`src/rtl/servo_slew_sequencer_if.sv`:
```
// Command channel between the lock/safe controller and the servo slew sequencer.
// The controller drives target positions and abort requests; the sequencer answers with ready.
interface servo_slew_sequencer_if;
  logic       cmd_valid;
  logic [7:0] cmd_pos;
  logic       cmd_ready;
  logic       abort;

  modport master (
    output cmd_valid,
    output cmd_pos,
    output abort,
    input  cmd_ready
  );

  modport slave (
    input  cmd_valid,
    input  cmd_pos,
    input  abort,
    output cmd_ready
  );
endinterface

```
`src/rtl/servo_slew_sequencer.sv`:
```
// Servo slew sequencer: ramps the PWM position toward a commanded target by at most
// STEP counts per servo frame, holds the target for SETTLE_FRAMES frames and pulses done.
// The position only moves on frame boundaries, which keeps every PWM pulse glitch-free.
module servo_slew_sequencer #(
  parameter int unsigned FRAME_CYCLES  = 1048576,
  parameter int unsigned STEP          = 4,
  parameter int unsigned SETTLE_FRAMES = 8,
  parameter logic [7:0]  RESET_POS     = 8'd128
) (
  input  logic                        clk,
  input  logic                        rst,
  servo_slew_sequencer_if.slave       cmd,
  output logic [7:0]                  position,
  output logic                        busy,
  output logic                        done,
  output logic                        frame_tick
);

  localparam int unsigned FRAME_W  = (FRAME_CYCLES > 1) ? $clog2(FRAME_CYCLES) : 1;
  localparam int unsigned SETTLE_W = (SETTLE_FRAMES > 1) ? $clog2(SETTLE_FRAMES) : 1;
  localparam logic [FRAME_W-1:0]  FRAME_LAST  = FRAME_W'(FRAME_CYCLES - 1);
  localparam logic [SETTLE_W-1:0] SETTLE_LAST = SETTLE_W'(SETTLE_FRAMES - 1);
  localparam logic [7:0]          STEP_POS    = 8'(STEP);
  localparam logic [8:0]          STEP_MAG    = 9'(STEP);

  typedef enum logic [1:0] {
    IDLE,
    MOVE,
    SETTLE
  } state_t;

  state_t                state;
  state_t                state_next;
  logic [FRAME_W-1:0]    frame_ctr;
  logic [SETTLE_W-1:0]   settle_ctr;
  logic [SETTLE_W-1:0]   settle_next;
  logic [7:0]            target;
  logic [7:0]            target_next;
  logic [7:0]            position_next;
  logic                  done_next;
  logic signed [8:0]     diff;
  logic [8:0]            diff_mag;

  // Free-running frame counter; only rst touches it so it stays in phase with the PWM driver.
  always_ff @(posedge clk) begin
    if (rst) begin
      frame_ctr <= '0;
    end else if (frame_ctr == FRAME_LAST) begin
      frame_ctr <= '0;
    end else begin
      frame_ctr <= frame_ctr + FRAME_W'(1);
    end
  end

  assign frame_tick    = (frame_ctr == FRAME_LAST);
  assign busy          = (state != IDLE);
  assign cmd.cmd_ready = (state == IDLE);

  // Signed distance to the target and its magnitude for the clamp decision.
  always_comb begin
    diff     = $signed({1'b0, target}) - $signed({1'b0, position});
    diff_mag = diff[8] ? $unsigned(-diff) : $unsigned(diff);
  end

  // Sequencer state register together with the position, target, settle count and done pulse.
  always_ff @(posedge clk) begin
    if (rst) begin
      state      <= IDLE;
      position   <= RESET_POS;
      target     <= RESET_POS;
      settle_ctr <= '0;
      done       <= 1'b0;
    end else begin
      state      <= state_next;
      position   <= position_next;
      target     <= target_next;
      settle_ctr <= settle_next;
      done       <= done_next;
    end
  end

  // Next-state logic: abort wins over a frame tick; the final step clamps onto the target.
  always_comb begin
    state_next    = state;
    position_next = position;
    target_next   = target;
    settle_next   = settle_ctr;
    done_next     = 1'b0;
    case (state)
      IDLE: begin
        if (cmd.cmd_valid) begin
          target_next = cmd.cmd_pos;
          state_next  = MOVE;
        end
      end
      MOVE: begin
        if (cmd.abort) begin
          state_next = IDLE;
        end else if (frame_tick) begin
          if (diff_mag <= STEP_MAG) begin
            position_next = target;
            settle_next   = '0;
            state_next    = SETTLE;
          end else if (!diff[8]) begin
            position_next = position + STEP_POS;
          end else begin
            position_next = position - STEP_POS;
          end
        end
      end
      SETTLE: begin
        if (cmd.abort) begin
          state_next = IDLE;
        end else if (frame_tick) begin
          if (settle_ctr == SETTLE_LAST) begin
            state_next = IDLE;
            done_next  = 1'b1;
          end else begin
            settle_next = settle_ctr + SETTLE_W'(1);
          end
        end
      end
      default: begin
        state_next = IDLE;
      end
    endcase
  end

endmodule
```
`src/flat_wrapper.sv`:
```
// flat-port wrapper written by rule: the top's interface ports become plain ports
module servo_slew_sequencer_flat 
#(
  parameter int unsigned FRAME_CYCLES  = 1048576,
  parameter int unsigned STEP          = 4,
  parameter int unsigned SETTLE_FRAMES = 8,
  parameter logic [7:0]  RESET_POS     = 8'd128
)
  (clk, rst, position, busy, done, frame_tick, cmd_cmd_valid, cmd_cmd_pos, cmd_abort, cmd_cmd_ready);
  servo_slew_sequencer_if cmd_i ();
  input  logic clk;
  input  logic rst;
  output logic [7:0] position;
  output logic busy;
  output logic done;
  output logic frame_tick;
  input wire logic [$bits(cmd_i.cmd_valid)-1:0] cmd_cmd_valid;
  input wire logic [$bits(cmd_i.cmd_pos)-1:0] cmd_cmd_pos;
  input wire logic [$bits(cmd_i.abort)-1:0] cmd_abort;
  output wire logic [$bits(cmd_i.cmd_ready)-1:0] cmd_cmd_ready;
  assign cmd_i.cmd_valid = cmd_cmd_valid;
  assign cmd_i.cmd_pos = cmd_cmd_pos;
  assign cmd_i.abort = cmd_abort;
  assign cmd_cmd_ready = cmd_i.cmd_ready;
  servo_slew_sequencer #(.FRAME_CYCLES(FRAME_CYCLES), .STEP(STEP), .SETTLE_FRAMES(SETTLE_FRAMES), .RESET_POS(RESET_POS)) u_core (.clk(clk), .rst(rst), .cmd(cmd_i), .position(position), .busy(busy), .done(done), .frame_tick(frame_tick));
endmodule
```
`config.mk`:
```
export PLATFORM = sky130hd
export DESIGN_NAME = servo_slew_sequencer_flat
export DESIGN_NICKNAME = d
export VERILOG_FILES = /design/src/rtl/servo_slew_sequencer_if.sv /design/src/rtl/servo_slew_sequencer.sv /design/src/flat_wrapper.sv
export SDC_FILE = /design/constraint.sdc
export NUM_CORES = 1
export LEC_CHECK = 0
export CORE_MARGIN = 4
export CORE_UTILIZATION = 55
export CTS_CLUSTER_SIZE = 28
export DETAILED_ROUTE_END_ITERATION = 16
export PLACE_DENSITY = 0.76
export SLEW_MARGIN = 20
export SYNTH_ARGS = -nofsm -noshare
export SYNTH_HDL_FRONTEND = slang
export SYNTH_SLANG_ARGS = --single-unit
```
`constraint.sdc`:
```
create_clock -name clk -period 7 [get_ports clk]
set_input_delay 1.4 -clock clk [delete_from_list [all_inputs] [get_ports clk]]
set_output_delay 1.4 -clock clk [all_outputs]
set_load 0.005 [all_outputs]
```
Word level (Yosys, flattened, before mapping)
Index checks and enable logic that the tools add are counted.
{"block": "classes", "addsub": 6, "order_cmp": 1, "n_eq_ne": 15, "mux": 19, "n_bitwise": 3, "reduce_logical": 9}
{"operator": "$add A20 B1 Y20 const B", "count": 1}
{"operator": "$eq A20 B20 Y1 const B", "count": 1}
{"operator": "$mux W3", "count": 6}
{"operator": "$mux W8", "count": 2}
{"operator": "$mux W2", "count": 7}
{"operator": "$ne A2 B2 Y1 const B", "count": 6}
{"operator": "$le A9 B3 Y1 const B", "count": 1}
{"operator": "$mux W9", "count": 1}
{"operator": "$neg A9 Y9", "count": 1}
{"operator": "$sub A8 B8 Y9", "count": 1}
{"operator": "$add A8 B3 Y8 const B", "count": 1}
{"operator": "$sub A8 B3 Y8 const B", "count": 1}
{"operator": "$reduce_and A7 Y1", "count": 1}
{"operator": "$ne A3 B2 Y1 const B", "count": 2}
{"operator": "$ne A3 B3 Y1 const B", "count": 2}
{"operator": "$pmux W2 S3", "count": 1}
{"operator": "$pmux W3 S2", "count": 1}
{"operator": "$reduce_and A5 Y1", "count": 1}
{"operator": "$reduce_bool A2 Y1", "count": 2}
{"operator": "$reduce_or A4 Y1", "count": 1}
{"operator": "$add A3 B1 Y3 const B", "count": 1}
{"operator": "$eq A3 B3 Y1 const B", "count": 1}
{"operator": "$not A1 Y1", "count": 3}
{"operator": "$reduce_and A3 Y1", "count": 1}
{"operator": "7 further kinds", "count": 7}
{"block": "totals", "regBits": 42, "in_bits": 12, "output_inout_bits": 12, "wordCells": 59}

Longest topological paths before layout
{"block": "logic_depth", "ltp_word": 8, "depth_mapped": 17, "ltp_nobuf": 17}

Worst setup path before layout
OpenSTA, ideal clock, no wires.
{"block": "synth_path", "path_kind": "reg-to-reg", "startpoint": "reg u_core.position[0]", "endpoint": "reg u_core.position[7]", "setup_time_ns": 0.130, "arrival_ns": 3.216, "required_time_ns": 6.870, "path_slack_ns": 3.654, "stages_incl_launch_ff": 17, "n_path_buf": 0, "synth_period_minus_slack_ns": 3.346, "path_cell_list": "dfxtp_1 > ha_1 > inv_1 > fa_1 > a21o_1 > o2bb2ai_2 > o41a_4 > inv_2 > ha_1 > a21o_1 > a21oi_1 > o21bai_1 > a21oi_1 > xnor2_1 > or3_1 > a22oi_1 > a211oi_1"}
{"block": "synth_between", "elab_chain_len": 5, "word_cells_on_any_way": 8, "classes_between": "add/sub: 4; order compare: 1; mux: 3"}
{"element": "start: declaration", "line": "servo_slew_sequencer.sv:13", "rtl": "output logic [7:0] position,"}
{"element": "start signal: assignment", "line": "servo_slew_sequencer.sv:75", "rtl": "position <= position_next;"}
{"element": "$sub A8 B8 Y9", "line": "servo_slew_sequencer.sv:61", "rtl": "diff = $signed({1'b0, target}) - $signed({1'b0, position});"}
{"element": "$neg A9 Y9", "line": "servo_slew_sequencer.sv:62", "rtl": "diff_mag = diff[8] ? $unsigned(-diff) : $unsigned(diff);"}
{"element": "$mux W9", "line": "servo_slew_sequencer.sv:62"}
{"element": "$le A9 B3 Y1", "line": "servo_slew_sequencer.sv:100", "rtl": "if (diff_mag <= STEP_MAG) begin"}
{"element": "$mux W8 *", "line": "servo_slew_sequencer.sv:100"}
Every way passes the cells marked *; elsewhere a longest branch is shown, timed or not.
A chain may end at the register's enable or synchronous reset.

Worst setup path after layout
{"block": "layout_path", "startpoint": "reg u_core.frame_ctr[2]", "endpoint": "out frame_tick"}
{"block": "layout_between", "elab_chain_len": 1}
{"element": "start: declaration", "line": "servo_slew_sequencer.sv:34", "rtl": "logic [FRAME_W-1:0] frame_ctr;"}
{"element": "start signal: assignment", "line": "servo_slew_sequencer.sv:51", "rtl": "frame_ctr <= frame_ctr + FRAME_W'(1);"}
{"element": "$eq A20 B20 Y1", "line": "servo_slew_sequencer.sv:55", "rtl": "assign frame_tick = (frame_ctr == FRAME_LAST);"}
{"element": "end: declaration", "line": "flat_wrapper.sv:16", "rtl": "output logic frame_tick;"}
Every way passes these cells.

==> metrics <==
max frequency 275 MHz; Die Area 6220 um2; global-route met1 utilization 0.279; final setup violating endpoints 0; peak supply drop 0.000138 V; layer with the highest usage met2; Iter 0 DRT Violations around 150; routed vias about 2,500; Root Driver clkbuf_8; DRT Pass-1 Iters 4; pre-CTS setup slack around 3.4 ns; top-count cell post-synth dfxtp_1; Max-Cap Viols 0; status finished, final reports clean; post-synth cell types 59; Async SR Flop Fraction 0; slowest stage delay, CP 0.55 ns; WL final 6180 um; H-Tree Depth 2; met3 Use GR 0.0397; Fillers ~430; RSZ-0062 raised after global routing false; CTS Sinks 42; average size of a mapped cell 8.02 um2; Clock Latency Late Sink a little under 0.3 ns; vias per cell 5.82; FF+latch area 841 um2; Crit Path Class flip-flop to primary output; synth-to-layout area growth 12.4%; CTS Buffer Depth 2; Post CTS Setup Buffer Count 0; Final ANT Viol Nets 0; area of the core approximately 4800 um2; CP Capture Type primary output; Final Hold Fails 0; setup ws final 3.36 ns; CTS Hold Bufs 0; I/O pin cnt 24; Post-CTS Resized 0; Die Y-Extent about 79 um; M2 GR Usage 0.352; fraction of the cycle the final worst path needs 0.520; Worst-Margin Slew 0.862 ns; antenna diode count 0; Slew Viols, Final 0; Die Wd 78.8 um; total CTS buffers 5; Synth top area share 0.305; total track usage 0.212; Worst Hold Class flip-flop to flip-flop; Static Leak 1.21 nW; final instance area a little over 3000 um2; Routed WL per cell about 14 um; most used cell, CP and4_1; required time worst endpoint 5.60 ns; Max-slew headroom 0.423; multi-input logic area 1780 um2; Initial Util 0.577; sequential area share after synthesis 0.305; top_reg_cell synth dfxtp_1; Final GP Congestion roughly 0.88; clock-pin transition on the worst setup and hold timing paths 0.07 ns; crit path DAT 2.24 ns; TritonCTS clock tree built; Worst setup SP type flip-flop; Congestion Overflow GR 0; minimum clock period 3.64 ns; leading area contributor after synthesis dfxtp_1; Crit Path Max Fanout 7; total negative slack 0 ns; first-pass GRT wire length ~11,000 um; Synth Cell Area 2760 um2; sequence of cells on the critical path and4_1, and4_1, and4_1, clkdlybuf4s50_1; Residual DRC 0; dominant cells by area after synthesis dfxtp_1 30%, ha_1 7.3%, xor2_1 5.4%, nand2_1 5.0%, a21oi_1 4.4%; Yosys reg bits 42; number of global-route vias before repair approximately 2,400; synth warn 0; layout cells sized above 1 0.0497; commonest cells in the netlist 42 x dfxtp_1, 37 x nand2_1, 32 x nor2_1; Syn Inst Count 344; DP Area 3010 um2; final net count between 300 and 400; number of core rows 25; dpl hpwl 4660 um; pwr/cell area between 150 and 200 nW/um2; # port buffers 23; Post-synth EDFFs 0; worst-case clock skew 0.0103 ns; Slowest-stage cell, CP clkdlybuf4s50_1; largest net degree at the start of global routing 26; antenna violations before repair 0; Syn Nets 374
## sequential cells by signal, indices dropped and copies added (netlist names)
signal	count
u_core.position	8
u_core.state	2
u_core.done	1
u_core.target	8
u_core.settle_ctr	3
u_core.frame_ctr	20
## layout make-up
type                            count  share of cell area
Inverter                           20              0.0242
Tap cell                           67              0.0270
Clock inverter                      1             0.00161
Multi-Input combinational cell    269               0.574
Sequential cell                    42               0.271
Clock buffer                        7              0.0278
Timing Repair Buffer               23              0.0742
## report_power, final
group          internal [W]  switching [W]
logic             0.0000597      0.0000944
clock network     0.0000796      0.0000790
registers          0.000244     0.00000675
total              0.000384       0.000180
## worst paths after layout
kind                                   startpoint                               to  slack [ns]  cells after the start
setup / recovery   u_core.frame_ctr[2]$_SDFF_PP0_                       frame_tick        3.36                      4
hold / removal      u_core.target[0]$_SDFFE_PP0P_    u_core.target[0]$_SDFFE_PP0P_        0.48                      2
setup reg to reg  u_core.position[0]$_SDFFE_PP0P_  u_core.position[7]$_SDFFE_PP1P_        3.38                     16
hold reg to reg     u_core.target[0]$_SDFFE_PP0P_    u_core.target[0]$_SDFFE_PP0P_        0.48                      2
## layer usage
metal | part of all wire | wire length (um)
met5 | 0 | 0
met4 | 0.017 | 102
met3 | 0.036 | 220
met2 | 0.48 | 2990
met1 | 0.46 | 2860
## cell families after synthesis
family          synth area share
fa+ha+maj                 0.0870
xor+xnor                  0.0857
buf+inv                   0.0499
flops                      0.305
compound gates             0.210
mux                      0.00725
simple gates               0.256
## cell usage in the layout, fill, tap and decap left out, types with 2 or more instances in the layout
cell             instances
xor2_1                  17
nor3_1                  11
a211oi_1                 2
or4_1                    4
o21bai_1                 2
clkbuf_8                 6
fa_1                     2
o31ai_1                  3
nand2b_1                 3
xnor2_1                 10
nand4_1                  6
clkdlybuf4s50_1         23
ha_1                    16
nand2_1                 37
a31oi_1                  5
dfxtp_1                 42
and3_1                   7
or3_1                    6
mux2i_1                  2
and4_1                   5
inv_1                   18
nand3_1                 15
o2111ai_1                2
o21ai_0                 17
a21o_1                   5
a21boi_0                 2
and2_1                   4
a21oi_1                 24
nor3b_1                  2
nor2_1                  32
o21a_1                   2
nor2b_1                  2
## per-stage QoR
step,utilization,hold WS (ns),total power (W),instances
floorplan,-,0.441,0.000369,344
global placement,0.629,0.458,0.000404,421
detailed placement,0.629,0.470,0.000407,421
CTS,0.648,0.479,0.000567,429
global route,0.648,0.497,0.000595,429
finish,0.648,0.481,0.000564,429
## worst max-delay path: cells and delay by family (launching register included)
family                 cells  cell delay, ns
DFF                        1            0.41
and+or+nand+nor            3            1.00
buffers and inverters      1            0.55
(Power assumes the default switching activity.)
